`src/rtl/kbd_scan_fifo_pkg.sv`:
```
// Shared register map, bit positions, FSM state type and word-packing helpers
// for the keyboard scan-code FIFO slave.
package kbd_scan_pkg;

    localparam int ADDR_SEL_BIT     = 2;
    localparam bit REG_DATA         = 1'b0;
    localparam bit REG_STATUS_CTRL  = 1'b1;

    localparam int DATA_VALID_BIT   = 31;
    localparam int DATA_OVF_BIT     = 30;
    localparam int ST_OVF_BIT       = 31;
    localparam int ST_FULL_BIT      = 17;
    localparam int ST_EMPTY_BIT     = 16;
    localparam int CTRL_FLUSH_BIT   = 0;
    localparam int CTRL_CLR_OVF_BIT = 1;

    localparam logic [7:0] BREAK_CODE = 8'hF0;

    typedef enum logic {
        ST_IDLE = 1'b0,
        ST_RESP = 1'b1
    } state_e;

    function automatic logic [31:0] data_word(input logic valid, input logic ovf,
                                              input logic [7:0] data);
        logic [31:0] w;
        w = '0;
        w[DATA_VALID_BIT] = valid;
        w[DATA_OVF_BIT]   = ovf;
        w[7:0]            = valid ? data : 8'h00;
        return w;
    endfunction

    function automatic logic [31:0] status_word(input logic ovf, input logic full,
                                                input logic empty, input logic [7:0] cnt);
        logic [31:0] w;
        w = '0;
        w[ST_OVF_BIT]   = ovf;
        w[ST_FULL_BIT]  = full;
        w[ST_EMPTY_BIT] = empty;
        w[7:0]          = cnt;
        return w;
    endfunction

endpackage

```
`src/rtl/kbd_scan_fifo_if.sv`:
```
// Wishbone-style single-cycle-ACK bus bundle between interconnect and the keyboard slave.
interface kbd_scan_fifo_if;
    logic        STB;
    logic        WE;
    logic [31:0] ADDR;
    logic [31:0] DAT_I;
    logic [31:0] DAT_O;
    logic        ACK;

    modport slave  (input  STB, WE, ADDR, DAT_I, output DAT_O, ACK);
    modport master (output STB, WE, ADDR, DAT_I, input  DAT_O, ACK);
endinterface

```
`src/rtl/kbd_scan_fifo_sync_fifo.sv`:
```
// Single-clock FIFO with push/pop/flush, occupancy count and full/empty flags.
module sync_fifo #(
    parameter int WIDTH = 8,
    parameter int DEPTH = 16
) (
    input  logic                     clk,
    input  logic                     rst_n,
    input  logic                     push_i,
    input  logic [WIDTH-1:0]         wdata_i,
    input  logic                     pop_i,
    input  logic                     flush_i,
    output logic [WIDTH-1:0]         rdata_o,
    output logic [$clog2(DEPTH):0]   count_o,
    output logic                     full_o,
    output logic                     empty_o
);
    localparam int AW = $clog2(DEPTH);
    localparam int CW = AW + 1;

    logic [WIDTH-1:0] mem_q [DEPTH];
    logic [AW-1:0]    wr_q, wr_d, rd_q, rd_d;
    logic [CW-1:0]    cnt_q, cnt_d;
    logic             do_push, do_pop;

    assign full_o  = (cnt_q == CW'(DEPTH));
    assign empty_o = (cnt_q == '0);
    assign count_o = cnt_q;
    assign rdata_o = mem_q[rd_q];

    assign do_push = push_i & ~full_o & ~flush_i;
    assign do_pop  = pop_i & ~empty_o & ~flush_i;

    always_comb begin
        wr_d  = wr_q;
        rd_d  = rd_q;
        cnt_d = cnt_q;
        if (flush_i) begin
            wr_d  = '0;
            rd_d  = '0;
            cnt_d = '0;
        end else begin
            if (do_push) wr_d = wr_q + AW'(1);
            if (do_pop)  rd_d = rd_q + AW'(1);
            cnt_d = cnt_q + CW'(do_push) - CW'(do_pop);
        end
    end

    always_ff @(posedge clk or negedge rst_n) begin
        if (!rst_n) begin
            wr_q  <= '0;
            rd_q  <= '0;
            cnt_q <= '0;
        end else begin
            wr_q  <= wr_d;
            rd_q  <= rd_d;
            cnt_q <= cnt_d;
        end
    end

    // Storage carries no reset; pointers/count alone define validity.
    always_ff @(posedge clk) begin
        if (do_push) mem_q[wr_q] <= wdata_i;
    end

endmodule

```
`src/rtl/kbd_scan_fifo.sv`:
```
// Keyboard scan-code buffer slave: DATA (pop) / STATUS / CTRL registers, registered ACK.
// Optional KBD_BREAK_FILTER_EN drops 0xF0 and the byte following it.
module kbd_scan_fifo
    import kbd_scan_pkg::*;
#(
    parameter int DEPTH = 16
) (
    input  logic                 clk,
    input  logic                 reset,
    input  logic [7:0]           Keyboard_Data,
    input  logic                 ready_pulse,
    output logic [7:0]           LED,
    kbd_scan_fifo_if.slave       wb
);
    localparam int CW = $clog2(DEPTH) + 1;

    state_e        state_q, state_d;
    logic [31:0]   dat_q, dat_d;
    logic [7:0]    led_q;
    logic          ovf_q, ovf_d;
    logic          pop, flush, clr_ovf, push_req;
    logic [7:0]    rd_data;
    logic [CW-1:0] count;
    logic [7:0]    cnt8;
    logic          full, empty;
    logic          unused_bits;

    assign unused_bits = ^{wb.ADDR[31:3], wb.ADDR[1:0], wb.DAT_I[31:2]};
    assign cnt8        = 8'(count);

    sync_fifo #(.WIDTH(8), .DEPTH(DEPTH)) u_fifo (
        .clk     (clk),
        .rst_n   (reset),
        .push_i  (push_req & ~flush),
        .wdata_i (Keyboard_Data),
        .pop_i   (pop),
        .flush_i (flush),
        .rdata_o (rd_data),
        .count_o (count),
        .full_o  (full),
        .empty_o (empty)
    );

`ifdef KBD_BREAK_FILTER_EN
    logic brk_q, brk_d;

    assign push_req = ready_pulse & ~brk_q & (Keyboard_Data != BREAK_CODE);

    always_comb begin
        brk_d = brk_q;
        if (flush)            brk_d = 1'b0;
        else if (ready_pulse) brk_d = ~brk_q & (Keyboard_Data == BREAK_CODE);
    end

    always_ff @(posedge clk or negedge reset) begin
        if (!reset) brk_q <= 1'b0;
        else        brk_q <= brk_d;
    end
`else
    assign push_req = ready_pulse;
`endif

    // Accesses are decoded in IDLE so pop and snapshot land on the edge ACK rises.
    always_comb begin
        state_d = state_q;
        dat_d   = dat_q;
        pop     = 1'b0;
        flush   = 1'b0;
        clr_ovf = 1'b0;
        case (state_q)
            ST_IDLE: begin
                if (wb.STB) begin
                    state_d = ST_RESP;
                    if (wb.WE) begin
                        if (wb.ADDR[ADDR_SEL_BIT] == REG_STATUS_CTRL) begin
                            flush   = wb.DAT_I[CTRL_FLUSH_BIT];
                            clr_ovf = wb.DAT_I[CTRL_CLR_OVF_BIT];
                        end
                    end else if (wb.ADDR[ADDR_SEL_BIT] == REG_DATA) begin
                        dat_d = data_word(~empty, ovf_q, rd_data);
                        pop   = ~empty;
                    end else begin
                        dat_d = status_word(ovf_q, full, empty, cnt8);
                    end
                end
            end
            ST_RESP: state_d = ST_IDLE;
            default: state_d = ST_IDLE;
        endcase
    end

    // A drop caused by a full FIFO is sticky and wins over a same-cycle clear.
    always_comb begin
        ovf_d = ovf_q;
        if (clr_ovf)                    ovf_d = 1'b0;
        if (push_req & full & ~flush)   ovf_d = 1'b1;
    end

    always_ff @(posedge clk or negedge reset) begin
        if (!reset) begin
            state_q <= ST_IDLE;
            dat_q   <= '0;
            led_q   <= '0;
            ovf_q   <= 1'b0;
        end else begin
            state_q <= state_d;
            dat_q   <= dat_d;
            ovf_q   <= ovf_d;
            if (ready_pulse) led_q <= Keyboard_Data;
        end
    end

    assign wb.DAT_O = dat_q;
    assign wb.ACK   = (state_q == ST_RESP);
    assign LED      = led_q;

endmodule

```
`src/flat_wrapper.sv`:
```
// flat-port wrapper written by rule: the top's interface ports become plain ports
module kbd_scan_fifo_flat import kbd_scan_pkg::*;
#(
    parameter int DEPTH = 16
)
  (clk, reset, Keyboard_Data, ready_pulse, LED, wb_STB, wb_WE, wb_ADDR, wb_DAT_I, wb_DAT_O, wb_ACK);
  kbd_scan_fifo_if wb_i ();
  input  logic clk;
  input  logic reset;
  input  logic [7:0] Keyboard_Data;
  input  logic ready_pulse;
  output logic [7:0] LED;
  input wire logic [$bits(wb_i.STB)-1:0] wb_STB;
  input wire logic [$bits(wb_i.WE)-1:0] wb_WE;
  input wire logic [$bits(wb_i.ADDR)-1:0] wb_ADDR;
  input wire logic [$bits(wb_i.DAT_I)-1:0] wb_DAT_I;
  output wire logic [$bits(wb_i.DAT_O)-1:0] wb_DAT_O;
  output wire logic [$bits(wb_i.ACK)-1:0] wb_ACK;
  assign wb_i.STB = wb_STB;
  assign wb_i.WE = wb_WE;
  assign wb_i.ADDR = wb_ADDR;
  assign wb_i.DAT_I = wb_DAT_I;
  assign wb_DAT_O = wb_i.DAT_O;
  assign wb_ACK = wb_i.ACK;
  kbd_scan_fifo #(.DEPTH(DEPTH)) u_core (.clk(clk), .reset(reset), .Keyboard_Data(Keyboard_Data), .ready_pulse(ready_pulse), .LED(LED), .wb(wb_i));
endmodule
```
`config.mk`:
```
export PLATFORM = sky130hd
export DESIGN_NAME = kbd_scan_fifo_flat
export DESIGN_NICKNAME = d
export VERILOG_FILES = /design/src/rtl/kbd_scan_fifo_pkg.sv /design/src/rtl/kbd_scan_fifo_if.sv /design/src/rtl/kbd_scan_fifo_sync_fifo.sv /design/src/rtl/kbd_scan_fifo.sv /design/src/flat_wrapper.sv
export SDC_FILE = /design/constraint.sdc
export NUM_CORES = 1
export LEC_CHECK = 0
export CAP_MARGIN = 20
export CORE_ASPECT_RATIO = 1.75
export CORE_MARGIN = 2
export CORE_UTILIZATION = 48
export CTS_CLUSTER_SIZE = 14
export DETAILED_ROUTE_END_ITERATION = 6
export PLACE_DENSITY = 0.76
export REMOVE_ABC_BUFFERS = 1
export SETUP_SLACK_MARGIN = 0.5
export SYNTH_ARGS = -nofsm -noshare
export SYNTH_HDL_FRONTEND = slang
export SYNTH_HIERARCHICAL = 1
export SYNTH_SLANG_ARGS = --single-unit
```
`constraint.sdc`:
```
create_clock -name clk -period 2.7 [get_ports clk]
set_input_delay 0.675 -clock clk [delete_from_list [all_inputs] [get_ports clk]]
set_output_delay 0.675 -clock clk [all_outputs]
set_load 0.01 [all_outputs]
```
== After elaboration in Yosys (flattened, before gate mapping) ==
Memory sizes are Yosys's and may differ from the RTL's.
Index checks and enable logic that the tools add are counted.
Word-level totals
  flip-flop bits (word level): 55
  memory bits (writable): 128
  input bits: 77
  output and inout port bits: 41
  word-level logic and storage cells: 55
  memories: 1
Cells by class
  add/subtract/negate cells: 4
  equality and inequality tests: 1
  muxes and demuxes: 25
  bitwise gates (word level): 12
  reduce and logical (&&, ||, !) cells: 5
Memory list
  u_core.u_fifo.mem_q: words 16, width 8, rd ports 1, clocked after Yosys merged registers in 0, wr ports 1, line kbd_scan_fifo_sync_fifo.sv:20  | logic [WIDTH-1:0] mem_q [DEPTH];
Operators by type and width (count)
  32-bit two-way mux: 1
  1-bit two-way mux: 17
  4-bit two-way mux: 4
  4-bit by 1-bit adder with 4-bit output, second input constant: 2
  8-bit two-way mux: 1
  1-bit bitwise AND: 7
  2-bit nonzero test: 3
  5-bit by 1-bit adder with 5-bit output: 1
  5-bit == test, second input constant: 1
  5-bit zero test: 1
  5-bit two-way mux: 1
  1-bit NOT: 5
  5-bit by 1-bit subtractor with 5-bit output: 1
  3-bit AND reduction: 1
  1-bit one-hot mux with 2 select lines: 1

== Depth between registers and ports, before layout ==
Gate-level depths: netlist (run 1).
  depth in word-level cells: 11
  mapped depth: 16

== By module ==
Netlist (run 1), hierarchy kept.
By module, submodules not included
  sync_fifo: times used 1, cells each 340, area an instance 5889.4 sq um, sequential area each 4169.0 sq um
  kbd_scan_fifo: times used 1, cells each 101, area an instance 1108.6 sq um, sequential area each 550.5 sq um

== Least setup slack after synthesis (run 1) ==
No wires, ideal clock.
  path type: input to register
  from: input wb_WE
  to: register u_core.u_fifo.cnt_q[4], in the netlist u_core/u_fifo/count_o[4]
  arrival: 2962 ps
  path slack: -387 ps
  stages: 15
  cells stage by stage: or3b_1 > buf_6 > buf_6 > nor3_2 > nand2_1 > nor2_1 > ha_1 > inv_1 > ha_1 > inv_1 > fa_1 > nor2b_1 > o21bai_1 > a21oi_1 > nor3b_1
On the way
  elaborated cells on any way between the ends: 15
RTL lines
  from (decl): line flat_wrapper.sv:14  | input wire logic [$bits(wb_i.WE)-1:0] wb_WE;
  1-bit two-way mux: line kbd_scan_fifo.sv:74  | if (wb.WE) begin
  1-bit two-way mux: line kbd_scan_fifo.sv:72  | if (wb.STB) begin
  1-bit two-way mux: line kbd_scan_fifo.sv:70  | case (state_q)
  net u_core.pop: line kbd_scan_fifo.sv:21  | logic pop, flush, clr_ovf, push_req;
  1-bit bitwise AND (2 in a row): line kbd_scan_fifo_sync_fifo.sv:31  | assign do_pop = pop_i & ~empty_o & ~flush_i;
  5-bit by 1-bit subtractor with 5-bit output: line kbd_scan_fifo_sync_fifo.sv:44  | cnt_d = cnt_q + CW'(do_push) - CW'(do_pop);
  5-bit two-way mux: line kbd_scan_fifo_sync_fifo.sv:37  | if (flush_i) begin
  net u_core.u_fifo.cnt_d[4]: line kbd_scan_fifo_sync_fifo.sv:22  | logic [CW-1:0] cnt_q, cnt_d;
  to (signal assigned): line kbd_scan_fifo_sync_fifo.sv:56  | cnt_q <= cnt_d;
  to (decl): line kbd_scan_fifo_sync_fifo.sv:22
The timed path passes the listed nets, and every way through them passes these cells.
A chain may end at the register's enable or synchronous reset.

== Worst setup path in the final report (run 1) ==
Same ends and word-level chain as after synthesis.

==> impl_results.md, run 1 <==
- Outcome: finished, violations left
- Failing checks: negative setup slack
- CTS root buffer: clkbuf_16
- Area grow syn2layout: 28.34%
- Cells after DPL: slightly below 700
- Worst-margin pin slew: 0.8305 ns
- CP endpoint kind: flip-flop
- Finished Layout Cells: about 750
- # IOs: approximately 120
- Total grt overflow: 0
- Worst Path Required: 3.01 ns
- WL final: 16,590 um
- Clk buf depth: 2
- Row count: a little under 60
- CORE AREA: between 10,000 and 15,000 um2
- Tightest hold margin: between 0.3 and 0.4 ns
- Dominant synthesized flop cell: edfxtp_1
- CP Class: in2reg
- Clock Latency Late Sink: about 0.43 ns
- Via count: 4,282
- Starting Density: 48.95%
- Routed vias/inst: 5.725
- Post-Synthesis Cells: between 400 and 500
- Post-synthesis sequential area ratio: roughly two thirds
- TritonCTS clock tree: yes
- Final period util: 108.6%
- Iteration-0 DRC Markers: ~350
- Util after Layout: approximately 63%
- RePlAce Congestion: approximately 0.85
- Static leakage: ~3.4 nW
- Yosys reg bits: ~160
- Pwr Total: 8.708 mW
- DR DRC count: 0
- Post-synth ARST share: 21.47%
- Fin. max-slew vios: 0
- Max IR drop VDD: roughly 0.00046 V
- Avg Synthesized Cell Area: about 16 um2
- Netlist cell types: 42
- Most frequent cells in the layout: 128 x edfxtp_1, 41 x buf_4, 39 x buf_6
- Hold Fails Final Rpt: 0
- Headroom to the max-slew limit: between 40% and 50%
- Worst setup margin: -0.2311 ns
- CTS H-tree depth: 4
- DR WL/cell: 22.18 um
- Max Fclk: around 340 MHz
- Syn. warnings: 6
- Drt first pass iters: 4
- Largest net degree at the start of global routing: 36
- Clk sinks: roughly 160
- Vias in the first global route: ~4,500
- Design Area, Final: around 9000 um2
- Most common cell after layout, fill and taps aside: edfxtp_1
- Final setup vio count: 2
- Worst Setup Start Kind: input port
- First-pass GRT wire length: ~25,000 um
- Post-DRT Antenna Nets: 0
- Max Cap Viol: 0
- Die height: ~160 um
- Hpwl dp: 10,540 um
- Initial antenna violation count: 0
- Horiz. Die Dim: about 95 um
- DP Area: approximately 7700 um2
- GRT Util Overall: 22.28%
- RSZ-0062 raised after global routing: yes
- Nets: between 600 and 700
- Diode count: 0
- Worst hold path type: in2async
- Mapped Area: 6998 um2
- PD cells: 969.6 nW/um2
- Area of the die: 15,600 um2
- Worst-path clk slew: roughly 0.07 ns
- Share of layout cells above drive strength 1: between 30% and 40%
- Crit-path max FO: 2
- Tmin final: roughly 3 ns
- WP data arrival: 3.24 ns
- IO buf count: 36
- Cts bufs inserted: 17
- Post-synth EDFFs: between 100 and 150
- Clock Skew: roughly 0.013 ns
==> synthesized netlist by cell type, drive strengths merged (2+ instances only) <==
| library cell | number | area [um2] |
|---|---|---|
| a21oi | 5 | 25.02 |
| a221oi | 16 | 202.7 |
| a22oi | 13 | 97.59 |
| and2 | 2 | 15.02 |
| buf | 36 | 302.8 |
| clkbuf | 6 | 22.52 |
| dfrtp | 35 | 875.8 |
| edfxtp | 128 | 3844 |
| ha | 11 | 137.6 |
| inv | 15 | 56.30 |
| mux2 | 8 | 90.09 |
| mux2i | 32 | 320.3 |
| mux4 | 16 | 360.4 |
| nand2 | 34 | 127.6 |
| nand2b | 3 | 18.77 |
| nand3 | 6 | 30.03 |
| nand4 | 3 | 18.77 |
| nor2 | 22 | 82.58 |
| nor2b | 4 | 25.02 |
| nor3 | 8 | 50.05 |
| o21ai | 20 | 126.4 |
| xnor2 | 4 | 35.03 |
| xor2 | 4 | 35.03 |
==> critical path, stage by stage <==
cell,delay [ns]
dlygate4sd2_1,0.24
or3b_4,0.40
nor3_2,0.29
nand2_4,0.08
nor2_1,0.13
ha_1,0.25
inv_2,0.08
ha_4,0.14
inv_2,0.04
fa_2,0.39
nor2b_4,0.18
o21bai_4,0.08
a21oi_2,0.20
nor3b_2,0.07
==> timing repair <==
item,4_1_cts,5_1_grt
gates resized for setup,99,18
hold buffers,0,0
setup buffers,30,1
gates cloned,0,0
pin swaps,20,10
endpoints found under the setup margin,133,136
==> final timing paths <==
kind | startpoint | to | slack [ns] | depth (start not counted)
hold reg to reg | u_core/wb.DAT_O[6]$_DFFE_PN0P_ | u_core/wb.DAT_O[6]$_DFFE_PN0P_ | 0.48 | 2
hold / removal | reset | u_core/wb.DAT_O[1]$_DFFE_PN0P_ | 0.35 | 1
setup reg to reg | u_core/u_fifo/count_o[2]$_DFF_PN0_ | u_core/u_fifo/count_o[4]$_DFF_PN0_ | -0.20 | 15
setup / recovery | wb_WE | u_core/u_fifo/count_o[4]$_DFF_PN0_ | -0.23 | 14
min in group clk | u_core/wb.DAT_O[6]$_DFFE_PN0P_ | u_core/wb.DAT_O[6]$_DFFE_PN0P_ | 0.48 | 2
max in group asynchronous | reset | u_core/u_fifo/rd_q[0]$_DFFE_PN0P_ | 1.78 | 1
==> cell type report <==
class                      count  area, um2
clock inverter                15      158.9
fill                         935       5315
tap                          180      225.2
timing repair buffer         118       1129
multi-input combinational    240       2263
sequential                   163       4721
clock buffer                  17      425.4
inverter                      15      58.81
==> cell families after synthesis <==
family,after synthesis,share of synthesized area [%]
flip-flops,163,67.44
AND/OR/NAND/NOR,87,5.972
AO/OA/AOI/OAI,57,6.812
buffers and inverters,57,5.453
multiplexers,56,11.01
adder cells (fa/ha/maj),12,2.253
XOR/XNOR,8,1.001
other,1,0.05359
==> power by group <==
part           switching, mW  total (mW)  internal, mW
clock                   1.09        2.32          1.24
combinational           1.66        3.07          1.42
sequential             0.254        3.31          3.06
total                   3.00        8.71          5.71
==> through the flow <==
stage                     worst slack, ns  setup TNS, ns
after floorplan                   -0.5658         -4.227
after global placement            -0.7074         -14.63
after detailed placement          -0.8421         -22.31
after CTS                         -0.1664        -0.2227
after global routing              -0.2790         -1.047
final                             -0.2311        -0.3744
==> registers in the layout (all words and copies together) (netlist names) <==
register               count
u_core/LED                 8
u_core/ovf_q               1
u_core/u_fifo/wr_q         4
u_core/u_fifo/mem_q      128
u_core/u_fifo/rd_q         4
u_core/wb.DAT_O           12
u_core/wb.ACK              1
u_core/u_fifo/count_o      5
==> per-layer routing <==
metal / global-route usage, % / part of all wire [%] / wire length, um
met5: 0 / 0 / 0
met3: 3.945 / 4.3 / 708
met4: 11.79 / 4.3 / 711
met1: 22.90 / 32 / 5304
met2: 41.61 / 59 / 9866
Note: power is estimated with default switching activity, not from simulation.
==> inputs of run 2 (changes only) <==
--- a/config.mk
+++ b/config.mk
@@ -7,2 +7,3 @@
 export LEC_CHECK = 0
+export ABC_AREA = 1
 export CAP_MARGIN = 20
@@ -10,6 +11,6 @@
 export CORE_MARGIN = 2
-export CORE_UTILIZATION = 48
+export CORE_UTILIZATION = 49
 export CTS_CLUSTER_SIZE = 14
 export DETAILED_ROUTE_END_ITERATION = 6
-export PLACE_DENSITY = 0.76
+export PLACE_DENSITY = 0.77
 export REMOVE_ABC_BUFFERS = 1
==> constraint.sdc (replaced) <==
create_clock -name clk -period 2.7 [get_ports clk]
set_input_delay 0.405 -clock clk [delete_from_list [all_inputs] [get_ports clk]]
set_output_delay 0.405 -clock clk [all_outputs]
set_load 0.01 [all_outputs]
==> run 2 against run 1 <==
Net effect: the run now ends clean; critical path depth grew 1; non-clock buffer count shrank 22; sequential power is essentially flat; critical path type is now reg2reg; critical endpoint unchanged.
==> impl_results.md, run 2 <==
- Outcome: complete, no violations
- Most frequent cell after synthesis: nand2_1
- Drt first pass iters: 5
- Area grow syn2layout: 18.93%
- Area contributors post-synth: edfxtp_1 51%, nand2_1 15%, dfrtp_1 12%, nand3_1 4.1%, nor2_1 3.9%
- Largest net degree at the start of global routing: 84
- Area of the die: 16,460 um2
- Worst Path Buf+Inv: 4
- Design Area, Final: ~9000 um2
- Worst Setup Start Kind: flip-flop
- Netlist cell types: 27
- Top cells by count, synth: 305 x nand2_1, 128 x edfxtp_1, 78 x nor2_1
- Horiz. Die Dim: about 98 um
- CP endpoint kind: flip-flop
- Max IR drop VDD: slightly above 0.0007 V
- CTS root buffer: clkbuf_16
- Fin. max-slew vios: 0
- Syn. warnings: 6
- RePlAce Congestion: slightly above 0.8
- Final period util: around 93%
- Avg Synthesized Cell Area: approximately 9.6 um2
- Max Fclk: between 300 and 400 MHz
- Clock Skew: 0.006846 ns
- # IOs: ~120
- Max Cap Viol: 0
- Tmin final: approximately 2.5 ns
- Row count: 60
- Share of layout cells above drive strength 1: between 10 and 15%
- WL final: 17,380 um
- CP top delay family: adder cells
- Crit-path max cell delay: 0.37 ns
- Tightest hold margin: 0.07156 ns
- Static leakage: 4.019 nW
- Worst reg2reg path depth: 15
- Post-DRT Antenna Nets: 0
- Post-synthesis sequential area ratio: about 63%
- RSZ-0062 raised after global routing: yes
- Headroom to the max-slew limit: a little under half
- Clock Latency Late Sink: between 0.4 and 0.5 ns
- Worst setup margin: 0.1787 ns
- Worst Setup SP: u_core/u_fifo/count_o[2]$_DFF_PN0_
- Total grt overflow: 0
- Worst Path Required: ~3.0 ns
- Routed vias/inst: about 5.2
- DP Worst Slack: -0.3223 ns
- Yosys reg bits: about 160
- Crit-path max FO: 2
- Reg with most FFs: u_core/u_fifo/mem_q
- Worst R2R Setup Slack: 0.18 ns
- Post-synth EDFFs: between 100 and 150
- TritonCTS clock tree: yes
- Final setup vio count: 0
- DR DRC count: 0
- Pwr Total: roughly 8.5 mW
- Most common cell after layout, fill and taps aside: nand2_1
- Vias in the first global route: approximately 5,400
- CTS H-tree depth: 4
- WP data arrival: about 2.8 ns
- Mapped Area: about 7500 um2
- Diode count: 0
- PD cells: approximately 950 nW/um2
- Via count: approximately 5,500
- Clk buf depth: 2
- Hold Fails Final Rpt: 0
- Clk sinks: 163
- Most frequent cells in the layout: 303 x nand2_1, 128 x edfxtp_1, 74 x nor2_1
- Area leader, netlist: edfxtp_1
- Worst-margin pin slew: approximately 0.8 ns
- Cts bufs inserted: 17
- Die height: around 170 um
- Worst path cell trace: inv_2, ha_4, nand4_1, inv_2, nor3_4, nand2_2, nor2_2, ha_1, inv_1, ha_2, inv_2, fa_2, nand3b_1, a21oi_1, nor2_1
- Nets: 960
- Post-Synthesis Cells: 784
- Starting Density: between 40 and 50%
- Dominant synthesized flop cell: edfxtp_1
- Worst flop-to-flop path endpoint: u_core/u_fifo/count_o[4]$_DFF_PN0_
- First-pass GRT wire length: approximately 27,000 um
- Post-synth top area share: approximately half
- Post-synth ARST share: between 20 and 25%
- IO buf count: 36
- Iteration-0 DRC Markers: 489
- DR WL/cell: 16.24 um
- CP Class: reg2reg
- Worst-path clk slew: around 0.060 ns
- DP Area: about 8200 um2
- Most common cell on crit path: inv_2
- CORE AREA: ~15,000 um2
- Initial antenna violation count: 0
- Hpwl dp: roughly 11,000 um
- Largest register FFs: approximately 130
- GRT Util Overall: about a fifth
- Worst hold path type: in2async
- Worst r2r src: u_core/u_fifo/count_o[2]$_DFF_PN0_
- CP max-delay cell: dfrtp_1
==> run 2: layout make-up <==
type                       instances  area [um2]
fill                            1175        6261
sequential                       163        4722
timing repair buffer              96       833.3
multi-input combinational        512        2305
tap                              186       232.7
inverter                          81       305.3
clock buffer                      17       425.4
clock inverter                    15       155.1
==> run 2: worst max path at each step <==
stage | cells past startpoint | end | slack, ns
2_1_floorplan | 11 | u_core/wb.DAT_O[0]$_DFFE_PN0P_ | -0.26
3_3_place_gp | 17 | u_core/u_fifo/count_o[4]$_DFF_PN0_ | -0.27
3_5_place_dp | 17 | u_core/u_fifo/count_o[4]$_DFF_PN0_ | -0.32
4_1_cts | 15 | u_core/u_fifo/count_o[4]$_DFF_PN0_ | 0.30
5_1_grt | 15 | u_core/u_fifo/count_o[4]$_DFF_PN0_ | 0.04
6_report | 15 | u_core/u_fifo/count_o[4]$_DFF_PN0_ | 0.18
==> run 2: metal layers <==
metal	wire, um	vias to the layer above	track usage, %
met1	6285	2642	21.99
met5	0	-	0
met4	1001	0	12.62
li1	-	2637	-
met2	9311	196	38.33
met3	775	59	4.483
==> run 2: logic make-up (layout without fill, tap and decap cells) <==
family	count (synthesis)	count (layout)	share of synthesized area (%)
AO/OA/AOI/OAI	9	9	0.5966
adder cells (fa/ha/maj)	12	12	2.088
buffers and inverters	128	209	8.684
flip-flops	163	163	62.51
other	1	20	0.04967
AND/OR/NAND/NOR	467	467	25.61
XOR/XNOR	4	4	0.4640
==> run 2: repair_timing <==
action,in CTS,in global routing
pin swaps,15,5
resized for setup,16,15
setup endpoints to repair,3,10
buffers inserted,16,3
hold buffers,0,0
==> run 2: through the flow <==
stage	utilization [%]	std cells	TNS, ns
3_3_place_gp	53.60	1019	-0.5073
6_report	58.92	1070	0
4_1_cts	58.40	1067	0
5_1_grt	58.92	1070	0
2_1_floorplan	-	756	-1.937
3_5_place_dp	53.60	1019	-0.6206
==> run 2: where the power goes <==
part	internal [mW]	switching [mW]
logic	1.03	1.84
clock network	1.37	0.987
registers	3.04	0.236
